<file path="src/rtl/usart_pkg.sv">
// Shared codes, FSM encoding and helpers for the USART receive path.
package usart_pkg;

    localparam logic [2:0] UCSZ_5 = 3'b000;
    localparam logic [2:0] UCSZ_6 = 3'b001;
    localparam logic [2:0] UCSZ_7 = 3'b010;
    localparam logic [2:0] UCSZ_8 = 3'b011;
    localparam logic [2:0] UCSZ_9 = 3'b111;

    localparam logic [1:0] UPM_OFF  = 2'b00;
    localparam logic [1:0] UPM_EVEN = 2'b10;
    localparam logic [1:0] UPM_ODD  = 2'b11;

    localparam logic [3:0] SMP_MID16  = 4'd9;
    localparam logic [3:0] SMP_MID8   = 4'd5;
    localparam logic [3:0] SMP_LAST16 = 4'd15;
    localparam logic [3:0] SMP_LAST8  = 4'd7;

    typedef enum logic [2:0] {
        ST_IDLE,
        ST_START,
        ST_DATA,
        ST_PARITY,
        ST_STOP
    } rx_state_e;

    typedef struct packed {
        logic       fe;
        logic       upe;
        logic [8:0] data;
    } rx_entry_t;

    function automatic logic [3:0] char_bits(input logic [2:0] ucsz);
        case (ucsz)
            UCSZ_5:  return 4'd5;
            UCSZ_6:  return 4'd6;
            UCSZ_7:  return 4'd7;
            UCSZ_8:  return 4'd8;
            UCSZ_9:  return 4'd9;
            default: return 4'd8;
        endcase
    endfunction

    function automatic logic parity_on(input logic [1:0] upm);
        case (upm)
            UPM_OFF:  return 1'b0;
            UPM_EVEN: return 1'b1;
            UPM_ODD:  return 1'b1;
            default:  return 1'b0;
        endcase
    endfunction

    function automatic logic maj3(input logic a, input logic b, input logic c);
        return (a & b) | (a & c) | (b & c);
    endfunction

endpackage

</file>
<file path="src/rtl/usart_receiver_if.sv">
// Receiver-side signal bundle: oversample tick, serial line, frame format and UDR/UCSRA view.
interface usart_receiver_if;
    logic       i_rxclk;
    logic       i_rxd;
    logic       i_RXEN;
    logic       i_UMSEL;
    logic       i_U2X;
    logic [2:0] i_UCSZ;
    logic [1:0] i_UPM;
    logic       i_re_udr;
    logic [7:0] o_udr;
    logic       o_RXB8;
    logic       o_RXC;
    logic       o_FE;
    logic       o_UPE;
    logic       o_DOR;

    modport master (
        output i_rxclk, i_rxd, i_RXEN, i_UMSEL, i_U2X, i_UCSZ, i_UPM, i_re_udr,
        input  o_udr, o_RXB8, o_RXC, o_FE, o_UPE, o_DOR
    );

    modport slave (
        input  i_rxclk, i_rxd, i_RXEN, i_UMSEL, i_U2X, i_UCSZ, i_UPM, i_re_udr,
        output o_udr, o_RXB8, o_RXC, o_FE, o_UPE, o_DOR
    );
endinterface

</file>
<file path="src/rtl/usart_rx_fifo.sv">
// Two-entry receive buffer; head is entry 0. Pop is applied before push, so a
// coincident pop frees the slot the push needs. Head reads as zero when empty.
module usart_rx_fifo
    import usart_pkg::*;
#(
    parameter int FIFO_DEPTH = 2
) (
    input  logic      fosk_i,
    input  logic      rst_n_i,
    input  logic      flush_i,
    input  logic      push_i,
    input  rx_entry_t din_i,
    input  logic      pop_i,
    output rx_entry_t head_o,
    output logic      empty_o,
    output logic      dor_o
);

    rx_entry_t  mem0_q, mem0_d, mem1_q, mem1_d;
    logic [1:0] cnt_q, cnt_d, cnt_pop;
    logic       dor_q, dor_d, pop_ok;

    always_comb begin
        mem0_d  = mem0_q;
        mem1_d  = mem1_q;
        dor_d   = dor_q;
        pop_ok  = pop_i && (cnt_q != 2'd0);
        cnt_pop = cnt_q - {1'b0, pop_ok};
        cnt_d   = cnt_pop;
        if (pop_ok) begin
            mem0_d = mem1_q;
            dor_d  = 1'b0;
        end
        if (push_i) begin
            if (int'(cnt_pop) >= FIFO_DEPTH) begin
                dor_d = 1'b1;
            end else begin
                if (cnt_pop == 2'd0) mem0_d = din_i;
                else                 mem1_d = din_i;
                cnt_d = cnt_pop + 2'd1;
            end
        end
        if (flush_i) begin
            cnt_d = 2'd0;
            dor_d = 1'b0;
        end
    end

    always_ff @(posedge fosk_i) begin
        if (!rst_n_i) begin
            mem0_q <= '0;
            mem1_q <= '0;
            cnt_q  <= 2'd0;
            dor_q  <= 1'b0;
        end else begin
            mem0_q <= mem0_d;
            mem1_q <= mem1_d;
            cnt_q  <= cnt_d;
            dor_q  <= dor_d;
        end
    end

    assign empty_o = (cnt_q == 2'd0);
    assign head_o  = empty_o ? '0 : mem0_q;
    assign dor_o   = dor_q;

endmodule

</file>
<file path="src/rtl/usart_receiver.sv">
// USART receive stage: synchronizer, oversampled frame FSM and receive FIFO.
// States: IDLE wait low sample | START confirm start | DATA shift bits | PARITY check | STOP FE + push
module usart_receiver
    import usart_pkg::*;
#(
    parameter int FIFO_DEPTH = 2
) (
    input  logic           i_fosk,
    input  logic           i_rst_n,
    usart_receiver_if.slave rx
);

    logic [1:0] sync_q;
    logic       rxd_s;

    always_ff @(posedge i_fosk) begin
        if (!i_rst_n) sync_q <= 2'b11;
        else          sync_q <= {sync_q[0], rx.i_rxd};
    end
    assign rxd_s = sync_q[1];

    rx_state_e  state_q, state_d;
    logic [3:0] cnt_q, cnt_d, idx_q, idx_d;
    logic [1:0] hist_q, hist_d;
    logic [8:0] data_q, data_d;
    logic       upe_q, upe_d;
    logic       push, fe;

    logic [3:0] smp_last, smp_vote, smp_cur, n_bits;
    logic       vote, is_vote, is_last;

    always_comb begin
        smp_last = rx.i_U2X ? SMP_LAST8 : SMP_LAST16;
        smp_vote = (rx.i_U2X ? SMP_MID8 : SMP_MID16) + 4'd1;
        smp_cur  = (cnt_q >= smp_last) ? 4'd0 : cnt_q + 4'd1;
        n_bits   = char_bits(rx.i_UCSZ);
        if (rx.i_UMSEL) begin
            vote    = rxd_s;
            is_vote = 1'b1;
            is_last = 1'b1;
        end else begin
            vote    = maj3(hist_q[1], hist_q[0], rxd_s);
            is_vote = (smp_cur == smp_vote);
            is_last = (smp_cur == smp_last);
        end
    end

    always_comb begin
        state_d = state_q;
        cnt_d   = cnt_q;
        idx_d   = idx_q;
        hist_d  = hist_q;
        data_d  = data_q;
        upe_d   = upe_q;
        push    = 1'b0;
        fe      = 1'b0;
        if (!rx.i_RXEN) begin
            state_d = ST_IDLE;
        end else if (rx.i_rxclk) begin
            hist_d = {hist_q[0], rxd_s};
            cnt_d  = smp_cur;
            case (state_q)
                ST_IDLE: begin
                    cnt_d = 4'd0;
                    if (!rxd_s) begin
                        data_d  = '0;
                        upe_d   = 1'b0;
                        idx_d   = 4'd0;
                        // in sync mode the start bit is a single sample, already taken
                        state_d = rx.i_UMSEL ? ST_DATA : ST_START;
                    end
                end
                ST_START: begin
                    if (is_vote && vote) begin
                        state_d = ST_IDLE;
                    end else if (is_last) begin
                        state_d = ST_DATA;
                        idx_d   = 4'd0;
                    end
                end
                ST_DATA: begin
                    if (is_vote && (idx_q <= 4'd8)) data_d[idx_q] = vote;
                    if (is_last) begin
                        if (idx_q >= n_bits - 4'd1)
                            state_d = parity_on(rx.i_UPM) ? ST_PARITY : ST_STOP;
                        else
                            idx_d = idx_q + 4'd1;
                    end
                end
                ST_PARITY: begin
                    if (is_vote) upe_d = vote ^ (^data_q) ^ (rx.i_UPM == UPM_ODD);
                    if (is_last) state_d = ST_STOP;
                end
                ST_STOP: begin
                    if (is_vote) begin
                        fe      = ~vote;
                        push    = 1'b1;
                        state_d = ST_IDLE;
                    end
                end
                default: state_d = ST_IDLE;
            endcase
        end
    end

    always_ff @(posedge i_fosk) begin
        if (!i_rst_n) begin
            state_q <= ST_IDLE;
            cnt_q   <= 4'd0;
            idx_q   <= 4'd0;
            hist_q  <= 2'b11;
            data_q  <= '0;
            upe_q   <= 1'b0;
        end else begin
            state_q <= state_d;
            cnt_q   <= cnt_d;
            idx_q   <= idx_d;
            hist_q  <= hist_d;
            data_q  <= data_d;
            upe_q   <= upe_d;
        end
    end

    rx_entry_t push_entry, head;
    logic      fifo_empty, dor;

    assign push_entry = {fe, upe_q, data_q};

    usart_rx_fifo #(.FIFO_DEPTH(FIFO_DEPTH)) u_fifo (
        .fosk_i  (i_fosk),
        .rst_n_i (i_rst_n),
        .flush_i (!rx.i_RXEN),
        .push_i  (push),
        .din_i   (push_entry),
        .pop_i   (rx.i_re_udr),
        .head_o  (head),
        .empty_o (fifo_empty),
        .dor_o   (dor)
    );

    assign rx.o_RXC  = !fifo_empty;
    assign rx.o_udr  = head.data[7:0];
    assign rx.o_RXB8 = head.data[8];
    assign rx.o_FE   = head.fe;
    assign rx.o_UPE  = head.upe;
    assign rx.o_DOR  = dor;

endmodule

</file>
<file path="src/flat_wrapper.sv">
// flat-port wrapper written by rule: the top's interface ports become plain ports
module usart_receiver_flat import usart_pkg::*;
#(
    parameter int FIFO_DEPTH = 2
)
  (i_fosk, i_rst_n, rx_i_rxclk, rx_i_rxd, rx_i_RXEN, rx_i_UMSEL, rx_i_U2X, rx_i_UCSZ, rx_i_UPM, rx_i_re_udr, rx_o_udr, rx_o_RXB8, rx_o_RXC, rx_o_FE, rx_o_UPE, rx_o_DOR);
  usart_receiver_if rx_i ();
  input  logic i_fosk;
  input  logic i_rst_n;
  input wire logic [$bits(rx_i.i_rxclk)-1:0] rx_i_rxclk;
  input wire logic [$bits(rx_i.i_rxd)-1:0] rx_i_rxd;
  input wire logic [$bits(rx_i.i_RXEN)-1:0] rx_i_RXEN;
  input wire logic [$bits(rx_i.i_UMSEL)-1:0] rx_i_UMSEL;
  input wire logic [$bits(rx_i.i_U2X)-1:0] rx_i_U2X;
  input wire logic [$bits(rx_i.i_UCSZ)-1:0] rx_i_UCSZ;
  input wire logic [$bits(rx_i.i_UPM)-1:0] rx_i_UPM;
  input wire logic [$bits(rx_i.i_re_udr)-1:0] rx_i_re_udr;
  output wire logic [$bits(rx_i.o_udr)-1:0] rx_o_udr;
  output wire logic [$bits(rx_i.o_RXB8)-1:0] rx_o_RXB8;
  output wire logic [$bits(rx_i.o_RXC)-1:0] rx_o_RXC;
  output wire logic [$bits(rx_i.o_FE)-1:0] rx_o_FE;
  output wire logic [$bits(rx_i.o_UPE)-1:0] rx_o_UPE;
  output wire logic [$bits(rx_i.o_DOR)-1:0] rx_o_DOR;
  assign rx_i.i_rxclk = rx_i_rxclk;
  assign rx_i.i_rxd = rx_i_rxd;
  assign rx_i.i_RXEN = rx_i_RXEN;
  assign rx_i.i_UMSEL = rx_i_UMSEL;
  assign rx_i.i_U2X = rx_i_U2X;
  assign rx_i.i_UCSZ = rx_i_UCSZ;
  assign rx_i.i_UPM = rx_i_UPM;
  assign rx_i.i_re_udr = rx_i_re_udr;
  assign rx_o_udr = rx_i.o_udr;
  assign rx_o_RXB8 = rx_i.o_RXB8;
  assign rx_o_RXC = rx_i.o_RXC;
  assign rx_o_FE = rx_i.o_FE;
  assign rx_o_UPE = rx_i.o_UPE;
  assign rx_o_DOR = rx_i.o_DOR;
  usart_receiver #(.FIFO_DEPTH(FIFO_DEPTH)) u_core (.i_fosk(i_fosk), .i_rst_n(i_rst_n), .rx(rx_i));
endmodule
</file>
<file path="config.mk">
export PLATFORM = sky130hd
export DESIGN_NAME = usart_receiver_flat
export DESIGN_NICKNAME = d
export VERILOG_FILES = /design/src/rtl/usart_pkg.sv /design/src/rtl/usart_receiver_if.sv /design/src/rtl/usart_rx_fifo.sv /design/src/rtl/usart_receiver.sv /design/src/flat_wrapper.sv
export SDC_FILE = /design/constraint.sdc
export NUM_CORES = 1
export LEC_CHECK = 0
export BUFFER_PORTS_ARGS = -buffer_cell sky130_fd_sc_hd__buf_2
export CAP_MARGIN = 20
export CORE_MARGIN = 3
export CORE_UTILIZATION = 54
export DETAILED_ROUTE_END_ITERATION = 12
export GPL_ROUTABILITY_DRIVEN = 0
export GPL_TIMING_DRIVEN = 0
export PLACE_DENSITY = 0.73
export SYNTH_ARGS = -nofsm -noshare
export SYNTH_HDL_FRONTEND = slang
export SYNTH_SLANG_ARGS = --single-unit
</file>
<file path="constraint.sdc">
create_clock -name i_fosk -period 3.97 [get_ports i_fosk]
set_clock_uncertainty 0.2 [all_clocks]
set_input_delay 0.397 -clock i_fosk [delete_from_list [all_inputs] [get_ports i_fosk]]
set_output_delay 0.397 -clock i_fosk [all_outputs]
set_load 0.05 [all_outputs]
</file>
### Yosys cells after proc, flatten, opt, wreduce, memory -nomap -nowiden

Cells that the tools add are included.

* bits in registers: 50
* input port bits: 13
* output and inout port bits: 13

* $add $sub $neg: 6
* $lt $le $gt $ge: 6
* equality and inequality tests: 22
* multiplexer cells: 57
* bitwise operators: 10
* reductions and logical operators: 22

Operators by type and width (count)
* $mux W11: 5
* $mux W4: 9
* $mux W3: 8
* $mux W1: 23
* $mux W9: 2
* $pmux W9 S2: 1
* $pmux W4 S4: 1
* $pmux W3 S5: 1
* $ne A2 B1 Y1 const B: 7
* $add A4 B1 Y4 const B: 3
* $pmux W4 S3: 1
* $reduce_and A5 Y1: 2
* $bwmux W9: 1
* $eq A3 B2 Y1 const B: 3
* $reduce_xor A9 Y1: 1
* $eq A4 B4 Y1: 2
* $ge A4 B4 Y1: 2
* $reduce_and A8 Y1: 1
* $reduce_and A7 Y1: 1
* $eq A3 B1 Y1 const B: 2
* $eq A3 B3 Y1 const B: 2
* $logic_not A3 Y1: 2
* $mux W2: 3
* $ne A2 B2 Y1 const B: 3
* other kinds (23): 37

### Logic depth before layout (Yosys ltp)

Gate-level depths: netlist of run 1.

* depth after elaboration: 13
* mapped depth: 13
* mapped depth without buffers: 11

### By module

Synthesis of run 1 repeated with hierarchy kept, for this count alone.

* cells, all modules: 387
* area total of the unflattened synthesis: 2947.8 um^2

By module, submodules not included
* usart_receiver: instances 1, cells an instance 239, area each 1776.7 um^2, sequential area each 500.5 um^2
* usart_rx_fifo: instances 1, cells an instance 148, area each 1171.1 um^2, sequential area each 500.5 um^2

### Least setup slack after synthesis of run 1

OpenSTA, ideal clock, no wires.

* path type: register -> register
* start point: reg u_core.u_fifo.cnt_q[1]
* end point: reg u_core.u_fifo.mem0_q[8] (netlist bit)
* library setup time: 132 ps
* arrival time: 2570 ps
* data required time: 3638 ps
* setup slack: 1068 ps
* stages on the path, launching flop included: 13
* path buffers: 2
* cell sequence: dfxtp_1 > nor2_1 > inv_1 > nand2_1 > buf_1 > inv_1 > ha_1 > xor2_1 > inv_1 > ha_1 > nand4_1 > clkbuf_1 > o21ai_0

* longest elaborated chain between the ends: 7
* elaborated cells between the ends (all ways): 9
* those cells by class: add/sub: 1; order compare: 1; mux: 4; reduce/logical: 3

Ends and longest elaborated chain
* start: declaration: RTL line usart_rx_fifo.sv:20 `logic [1:0] cnt_q, cnt_d, cnt_pop;`
* start signal: assignment: RTL line usart_rx_fifo.sv:58 `cnt_q <= cnt_d;`
* $reduce_bool A2 Y1: RTL line usart_rx_fifo.sv:27 `pop_ok = pop_i && (cnt_q != 2'd0);`
* $logic_and A1 B1 Y1: RTL line usart_rx_fifo.sv:27
* $sub A2 B1 Y2: RTL line usart_rx_fifo.sv:28 `cnt_pop = cnt_q - {1'b0, pop_ok};`
* $logic_not A2 Y1: RTL line usart_rx_fifo.sv:38 `if (cnt_pop == 2'd0) mem0_d = din_i;`
* $mux W11: RTL line usart_rx_fifo.sv:38
* $mux W11: RTL line usart_rx_fifo.sv:35 `if (int'(cnt_pop) >= FIFO_DEPTH) begin`
* $mux W11 *: RTL line usart_rx_fifo.sv:34 `if (push_i) begin`
* end signal: assignment: RTL line usart_rx_fifo.sv:56 `mem0_q <= mem0_d;`
* end: declaration: RTL line usart_rx_fifo.sv:19 `rx_entry_t mem0_q, mem0_d, mem1_q, mem1_d;`

Every way passes the cells marked *; elsewhere a longest branch is shown, timed or not.
A chain may end at the register's enable or synchronous reset.

### Final worst setup path of run 1

* start point: reg u_core.u_fifo.cnt_q[1]
* end point: reg u_core.u_fifo.mem1_q[4] (netlist bit)

* longest elaborated chain between the ends: 6
* elaborated cells between the ends (all ways): 8
* those cells by class: add/sub: 1; order compare: 1; bitwise: 2; reduce/logical: 4

Ends and longest elaborated chain
* $reduce_bool A2 Y1: RTL line usart_rx_fifo.sv:27
* $logic_and A1 B1 Y1: RTL line usart_rx_fifo.sv:27
* $sub A2 B1 Y2 *: RTL line usart_rx_fifo.sv:28
* $ge A2 B2 Y1 or $logic_not A2 Y1 (tied branches): RTL line usart_rx_fifo.sv:35, usart_rx_fifo.sv:38
* $not A1 Y1 (no line)
* $reduce_and A3 Y1 (no line) *
* end signal: assignment: RTL line usart_rx_fifo.sv:57 `mem1_q <= mem1_d;`
* end: declaration: RTL line usart_rx_fifo.sv:19

Marked as above.

==> results of run 1 <==
[layout make-up]
class / count / area (µm²) / area share (%)
buffer: 18 / 70.1 / 2.20
clock buffer: 5 / 68.8 / 2.16
clock inverter: 3 / 23.8 / 0.747
inverter: 17 / 63.8 / 2.01
multi-input combinational: 268 / 1750 / 55.0
sequential: 50 / 1000 / 31.5
tap: 67 / 83.8 / 2.64
timing repair buffer: 24 / 120 / 3.78
[worst max-delay path by stage]
stage                           startpoint                 endpoint  slack (ps)
finish              u_core.u_fifo.cnt_q[1]  u_core.u_fifo.mem1_q[4]         710
global route        u_core.u_fifo.cnt_q[1]  u_core.u_fifo.mem1_q[7]         330
CTS                 u_core.u_fifo.cnt_q[1]  u_core.u_fifo.mem0_q[0]         720
detailed placement  u_core.u_fifo.cnt_q[1]  u_core.u_fifo.mem0_q[6]         730
global placement    u_core.u_fifo.cnt_q[1]  u_core.u_fifo.mem0_q[3]         810
floorplan           u_core.u_fifo.cnt_q[1]  u_core.u_fifo.mem0_q[8]        1070
[flip-flops by register name, indices dropped and copies added, names as in the netlist]
signal / count
u_core.upe_q: 1
u_core.cnt_q: 4
u_core.sync_q: 2
u_core.data_q: 9
u_core.u_fifo.mem1_q: 11
u_core.state_q: 3
u_core.u_fifo.mem0_q: 11
u_core.u_fifo.cnt_q: 2
u_core.u_fifo.dor_o: 1
u_core.hist_q: 2
u_core.idx_q: 4
[cells in the mapped netlist, types with 7 or more instances]
library cell   n  area [µm²]
dfxtp_1       50        1000
o21ai_0       44         220
nand2_1       39         146
nand3_1       35         175
inv_1         17        63.8
ha_1          15         188
nor2_1        15        56.3
nor2b_1       15        93.8
a21oi_1       13        65.1
clkbuf_1      13        48.8
mux2_2        11         124
xnor2_1       10        87.6
nand2b_1       7        43.8
[critical path, cell delays in order, from the launching register on]
cell	delay [ps]
dfxtp_1	330
nor2_1	170
inv_1	70
nand2_1	150
buf_1	480
inv_1	100
ha_1	230
xor2_1	320
inv_1	150
ha_1	200
nand3_1	140
clkbuf_1	420
nand3_1	140
o21ai_0	100
[routing by layer]
metal,GRT usage [%],up-vias,share of wire [%]
met2,37.0,59,46
met4,6.01,0,0.97
met1,32.4,1225,48
li1,-,1307,-
met5,0,-,0
met3,3.51,7,5.1
[power breakdown]
| part | internal [mW] | total, mW | switching [mW] |
|---|---|---|---|
| sequential | 0.504 | 0.505 | 0.00180 |
| clock | 0.126 | 0.311 | 0.184 |
| combinational | 0.0198 | 0.0572 | 0.0374 |
| total | 0.650 | 0.873 | 0.223 |
[metrics by stage]
step | hold slack [ps] | cells | power, mW
after floorplan | 186 | 353 | 0.554
after global routing | 81.4 | 452 | 0.908
after detailed placement | 200 | 444 | 0.573
after global placement | 190 | 444 | 0.572
final | 83.4 | 452 | 0.873
after CTS | 78.2 | 452 | 0.878
[cells by family (layout without fill, tap and decap cells)]
group	count (synthesis)	in the layout	synth area share [%]
and+or+nand+nor	135	135	24.1
AOI/OAI and AO/OA	88	88	19.4
DFF	50	50	34.7
buffers and inverters	35	67	4.64
adders and majority gates	15	15	6.51
xor gates and xnor gates	15	15	4.82
muxes	15	15	5.86
==> flow_summary.yaml, run 1 <==
yosys:
  synth-edff-count: 0
  syn_inst: 353
  syn_nets: 381
  async_flop_share_pct: 0
  ys_ff_latch: 50
  synth_area_um2: 2880
  synth_cell_types: 53
  ys_warn_count: 0
  ys_seq_area_share_pct: 34.7
  avgSynthCellArea_um2: 8.17
  synth-main-ff-cell: "dfxtp_1"
critical_path:
  reg2reg_slack_ps: 710
  cp-end-kind: "flop"
  worstPathRequired_ps: 4010
  worstPathArrival_ps: 3310
  worstPathMaxFanout: 10
  crit-reg2reg-launch: "u_core.u_fifo.cnt_q[1]"
  rr_worst_depth: 13
  start_kind: "flop"
  path_class: "reg2reg"
  r2r-end: "u_core.u_fifo.mem1_q[4]"
final_layout:
  area_growth_pct: 10.3
  final_common_cell: "dfxtp_1"
  finalCoreUtilization_pct: 64.4
  nets: 412
  fill_cells: 457
  design_area_um2: 3180
  antenna_cells: 0
  layout_common_cells: "dfxtp_1 (50), o21ai_0 (44), nand2_1 (39)"
  drive_gt1_share_pct: 14.5
clocking:
  cts_resized: 0
  htree_num_levels: 2
  cts_tree: "built"
  hold_buffers: 0
  numCtsBuffers: 5
  clkSinkCount: 50
  cts_buffer_depth: 2
  clkLatencyLatePin_ps: 310
  clk_pin_slew_ps: 100
  post_cts.repair.setup_buffers: 0
  root_buffer: "clkbuf_8"
detailed_routing:
  first_pass_iters: 4
  first_iter_violations: 125
  wl_per_cell_um: 14.8
  routed_wl_mm: 6.70
  num_vias: 2598
  drtAntennaViolNets: 0
  routed_via_density: 5.75
  drc: 0
timing:
  setup_ws_ps: 707
  tightest_slew_ps: 825
  final_period_minus_worst_setup_slack_ps: 3260
  rsz0062_at_grt: "no"
  clock.fmax_ghz: 0.306
  maxSlewViolCount: 0
  setup_viol: 0
  relSlewSlack_pct: 44.9
  finalCritPeriodShare_pct: 82.2
  setup_tns_ps: 0
  hold_viol_final: 0
floorplan:
  die-area_um2: 6250
  die_w_um: 79.1
  core.rowCount: 25
  fp.coreArea_um2: 4940
  ioPinCount: 26
  start_util_pct: 58.4
  die_y_um: 79.1
global_route:
  antenna_found_initial: 0
  grt_usage_pct: 23.0
  grt_pass1_wl_mm: 11.6
  grt_pass1_vias: 2452
  grt.overflow.total: 0
  grt_start_max_net_pins: 18
placed_design:
  dp_hpwl_mm: 4.95
  pre_cts_slack_ps: 733
  placed_area_um2: 3090
  io_buffers: 24
power:
  power.density_nw_per_um2: 275
  leakagePower_nw: 1.25
  ir_drop_mv: 0.252
hold_path:
  min_to: "u_core.sync_q[0]"
  holdCritStartpoint: "rx_i_rxd"
  hp-class: "in2reg"
  hold_depth: 2
run:
  cap_violations: 0
outcome:
  outcome: "finished, final reports clean"
No activity file was read; power rests on OpenSTA's default activity.
==> run 2: changes to the inputs <==
Settings changed: ABC_AREA from default to 1.
Clock period 3.97 ns to 3.24 ns, I/O delays scaled along.
==> flow_summary.yaml, run 2 <==
yosys:
  syn_inst: 453
  synth.most_common_cell: "nand2_1"
  syn_nets: 481
  ys_seq_area_share_pct: 32.6
  ys_ff_latch: 50
  synthTopCellsByArea: "dfxtp_1 (33%), nand2_1 (9.8%), inv_1 (8.7%)"
  async_flop_share_pct: 0
  yosysTopAreaCell: "dfxtp_1"
  ys_warn_count: 0
  synth_area_um2: 3070
  synth_cell_types: 31
  avgSynthCellArea_um2: 6.77
  synth_top_cell_area_share_pct: 32.6
  synth-main-ff-cell: "dfxtp_1"
  synth_commonest_cells: "nand2_1 (80), inv_1 (71), dfxtp_1 (50)"
  synth-edff-count: 0
timing:
  setup_ws_ps: 373
  setup_viol: 0
  rsz0062_at_grt: "no"
  final_period_minus_worst_setup_slack_ps: 2870
  relSlewSlack_pct: 61.5
  tightest_slew_ps: 573
  hold_viol_final: 0
  maxSlewViolCount: 0
  finalCritPeriodShare_pct: 88.5
  setup_tns_ps: 0
  clock.fmax_ghz: 0.349
critical_path:
  worstPathMaxFanout: 10
  cp-end-kind: "flop"
  path_delay_family: "simple AND/OR/NAND/NOR gates"
  slowest_delay_ps: 330
  crit_slowest_cell: "dfxtp_1"
  crit_top_cell: "inv_1"
  path_cells: "nor2_1, inv_1, nand2_1, inv_1, ha_1, xnor2_1, inv_1, ha_1, or2_2, nor3_4, buf_4, a21oi_1"
  rr_worst_depth: 12
  crit_buf_inv: 4
  worstPathRequired_ps: 3240
  path_class: "reg2reg"
  path_depth: 12
  crit-reg2reg-launch: "u_core.u_fifo.cnt_q[1]"
  start_kind: "flop"
  crit_start: "u_core.u_fifo.cnt_q[1]"
  worstPathArrival_ps: 2870
floorplan:
  fp.coreArea_um2: 5300
  start_util_pct: 57.8
  ioPinCount: 26
  die-area_um2: 6620
  die_y_um: 81.4
  die_w_um: 81.4
  core.rowCount: 26
placed_design:
  dp_hpwl_mm: 5.04
  pre_cts_slack_ps: 374
  io_buffers: 24
clocking:
  htree_num_levels: 2
  clk_pin_slew_ps: 90
  root_buffer: "clkbuf_8"
  cts_resized: 0
  cts_tree: "built"
  clkSinkCount: 50
  numCtsBuffers: 5
  clkLatencyLatePin_ps: 300
  post_cts.repair.setup_buffers: 0
  cts_buffer_depth: 2
hold_path:
  holdCritStartpoint: "rx_i_RXEN"
  hp-class: "in2reg"
  hold_depth: 3
final_layout:
  nets: 513
  antenna_cells: 0
  finalCoreUtilization_pct: 64.0
  final_common_cell: "nand2_1"
  drive_gt1_share_pct: 13.2
  area_growth_pct: 10.7
  layout_common_cells: "nand2_1 (80), inv_1 (71), dfxtp_1 (50)"
  reg_top3: "u_core.u_fifo.mem0_q x11, u_core.u_fifo.mem1_q x11, u_core.data_q x9"
run:
  cap_violations: 0
global_route:
  antenna_found_initial: 0
  grt.overflow.total: 0
  grt_start_max_net_pins: 16
  grt_usage_pct: 22.4
  grt_pass1_wl_mm: 11.9
  grt_pass1_vias: 2655
power:
  p_seq_share_pct: 53.6
  sw_frac_of_total_pct: 24.2
  leakagePower_nw: 1.37
  power.density_nw_per_um2: 343
  finalPower_mw: 1.17
  p_clk_share_pct: 37.9
  p_int_mw: 0.883
  ir_drop_mv: 0.240
  p_sw_mw: 0.283
  p_comb_share_pct: 8.5
detailed_routing:
  first_iter_violations: 134
  routed_wl_mm: 6.73
  drc: 0
  num_vias: 2893
  first_pass_iters: 4
  wl_per_cell_um: 12.1
  drtAntennaViolNets: 0
  routed_via_density: 5.20
outcome:
  outcome: "finished, final reports clean"
-- run 2: metrics by stage --
stage | cells | hold slack (ps) | cell area (µm²)
after detailed placement | 547 | 203 | 3270
after floorplan | 453 | 193 | 3070
after global placement | 547 | 196 | 3270
after CTS | 556 | 82.5 | 3390
final | 556 | 81.3 | 3390
after global routing | 556 | 118 | 3390
-- run 2: path summary, 6_finish.rpt --
path                                   to  slack, ps
setup / recovery  u_core.u_fifo.mem0_q[9]        370
setup reg to reg  u_core.u_fifo.mem0_q[9]        370
hold / removal        u_core.u_fifo.dor_o         80
hold reg to reg          u_core.sync_q[1]        220
-- run 2: power groups by stage --
stage / Clock (mW) / Combinational, mW / Sequential [mW]
global route: 0.469 / 0.114 / 0.625
CTS: 0.450 / 0.0991 / 0.624
finish: 0.442 / 0.0993 / 0.624
global placement: 0 / 0.0952 / 0.638
floorplan: 0 / 0.0702 / 0.637
detailed placement: 0 / 0.0975 / 0.639
-- run 2: worst register-to-register path, cell delays in order, from the launching register on --
cell and delay [ps]:
dfxtp_1 330, nor2_1 180, inv_1 70, nand2_1 120
inv_1 80, ha_1 210, xnor2_1 330, inv_1 130
ha_1 200, or2_2 330, nor3_4 230, buf_4 260
a21oi_1 90
-- run 2: cells by family after synthesis --
| kind of cell | after synthesis | synth area share [%] |
|---|---|---|
| XOR/XNOR | 12 | 3.43 |
| buffers and inverters | 92 | 12.0 |
| AND/OR/NAND/NOR | 184 | 27.8 |
| AO/OA/AOI/OAI | 100 | 18.0 |
| adder cells (fa/ha/maj) | 15 | 6.12 |
| flip-flops | 50 | 32.6 |
-- run 2: per-layer routing --
layer	part of all wire [%]	GRT usage, %	up-vias
li1	-	-	1533
met3	3.9	3.66	6
met2	48	38.2	54
met4	0.92	5.41	0
met5	0	0	-
met1	47	29.4	1300
-- run 2: cell type report --
class	count	area (µm²)
Timing Repair Buffer	25	130
Multi-Input combinational cell	311	1700
Sequential cell	50	1000
Clock inverter	2	37.5
Inverter	77	289
Clock buffer	6	72.6
Fill cell	530	1910
Buffer	15	78.8
Tap cell	70	87.6
-- run 2: repair_timing --
item | 4_1_cts | 5_1_grt
endpoints found under the setup margin | 0 | 0
endpoints found under the hold margin | 1 | 0
hold buffers | 1 | 0
==> run 3: changes to the inputs <==
Settings changed: RECOVER_POWER from default to 50.
==> flow_summary.yaml, run 3 (synthesis gave the netlist of run 2 again) <==
outcome:
  outcome: "finished, final reports clean"
final_layout:
  reg_top3: "u_core.u_fifo.mem0_q x11, u_core.u_fifo.mem1_q x11, u_core.data_q x9"
  area_growth_pct: 9.14
  layout_common_cells: "nand2_1 (84), inv_1 (71), dfxtp_1 (50)"
  antenna_cells: 0
  nets: 513
  final_common_cell: "nand2_1"
  design_area_um2: 3350
  drive_gt1_share_pct: 9.26
detailed_routing:
  num_vias: 2880
  wl_per_cell_um: 12.0
  routed_wl_mm: 6.67
  first_pass_iters: 4
  routed_via_density: 5.18
  drtAntennaViolNets: 0
  first_iter_violations: 118
  drc: 0
power:
  ir_drop_mv: 0.240
  power.density_nw_per_um2: 347
  leakagePower_nw: 1.29
timing:
  setup_tns_ps: 0
  tightest_slew_ps: 597
  finalCritPeriodShare_pct: 88.5
  hold_viol_final: 0
  clock.fmax_ghz: 0.349
  setup_viol: 0
  relSlewSlack_pct: 60.3
  setup_ws_ps: 374
  final_period_minus_worst_setup_slack_ps: 2870
  rsz0062_at_grt: "no"
  maxSlewViolCount: 0
clocking:
  htree_num_levels: 2
  cts_resized: 0
  cts_tree: "built"
  cts_buffer_depth: 2
  clkLatencyLatePin_ps: 300
  clkSinkCount: 50
  clk_pin_slew_ps: 90
  root_buffer: "clkbuf_8"
  numCtsBuffers: 5
  post_cts.repair.setup_buffers: 0
critical_path:
  worstPathMaxFanout: 10
  reg2reg_slack_ps: 370
  crit_top_cell: "inv_1"
  crit_start: "u_core.u_fifo.cnt_q[1]"
  cp-end-kind: "flop"
  worstPathArrival_ps: 2870
  worstPathRequired_ps: 3240
  crit-reg2reg-launch: "u_core.u_fifo.cnt_q[1]"
  start_kind: "flop"
  path_class: "reg2reg"
  crit_slowest_cell: "dfxtp_1"
  path_cells: "nor2_1, inv_1, nand2_1, inv_1, ha_1, xnor2_1, inv_1, ha_1, or2_2, nor3_4, buf_4, a21oi_1"
  slowest_delay_ps: 330
global_route:
  grt_usage_pct: 22.4
  grt.overflow.total: 0
  grt_start_max_net_pins: 16
  grt_pass1_wl_mm: 11.9
  antenna_found_initial: 0
  grt_pass1_vias: 2655
floorplan:
  die-area_um2: 6620
  start_util_pct: 57.8
  core.rowCount: 26
  fp.coreArea_um2: 5300
  die_w_um: 81.4
  die_y_um: 81.4
  ioPinCount: 26
placed_design:
  dp_hpwl_mm: 5.04
  io_buffers: 24
  placed_area_um2: 3270
  pre_cts_slack_ps: 374
hold_path:
  hp-class: "in2reg"
  holdCritStartpoint: "rx_i_RXEN"
run:
  cap_violations: 0
run 3: changes by cell type in the layout (fill, tap and decap cells not counted), sizes merged:
cell	previous run	this run
buf	30	16
clkbuf	15	29
run 3: timing repair:
| item | 4_1_cts | 5_1_grt |
|---|---|---|
| hold buffers | 1 | 0 |
| endpoints found under the setup margin | 0 | 0 |
| endpoints found under the hold margin | 1 | 0 |
run 3: area by class of cell:
class / instances / area, µm²
clock inverter: 2 / 37.5
sequential: 50 / 1000
timing repair buffer: 25 / 114
multi-input combinational: 311 / 1670
buffer: 15 / 71.3
inverter: 77 / 289
tap: 70 / 87.6
clock buffer: 6 / 72.6
fill: 543 / 1960
run 3: through the flow:
step                      hold WS (ps)  std cells  total power [mW]  util, %
after floorplan                    193        453             0.707        -
after global placement             196        547             0.733     61.8
after detailed placement           203        547             0.736     61.8
after CTS                         82.5        556              1.17     64.0
after global routing               118        556              1.21     63.1
final                             85.1        556              1.16     63.1
run 3: final timing paths:
path                              to  depth (start not counted)
max          u_core.u_fifo.mem0_q[9]                         12
min              u_core.u_fifo.dor_o                          3
max reg2reg  u_core.u_fifo.mem0_q[9]                         12
min reg2reg         u_core.sync_q[1]                          1
run 3: metal layers:
layer / track usage, % / routed length [µm] / vias up
met5: 0 / 0 / -
met4: 5.41 / 80 / 0
met3: 3.66 / 257 / 8
met2: 38.2 / 3180 / 60
met1: 29.4 / 3140 / 1283
li1: - / - / 1529
run 3: worst max-delay path: cells and delay by family (launching register included):
family | cells | cell delay, ps
adders and majority gates | 2 | 410
buffers and inverters | 4 | 540
DFF | 1 | 330
AOI/OAI and AO/OA | 1 | 90
and+or+nand+nor | 4 | 860
xor gates and xnor gates | 1 | 330
run 3: power by group:
| group | switching, mW | internal [mW] |
|---|---|---|
| clock | 0.210 | 0.231 |
| combinational | 0.0650 | 0.0320 |
| sequential | 0.00489 | 0.619 |
| total | 0.280 | 0.882 |
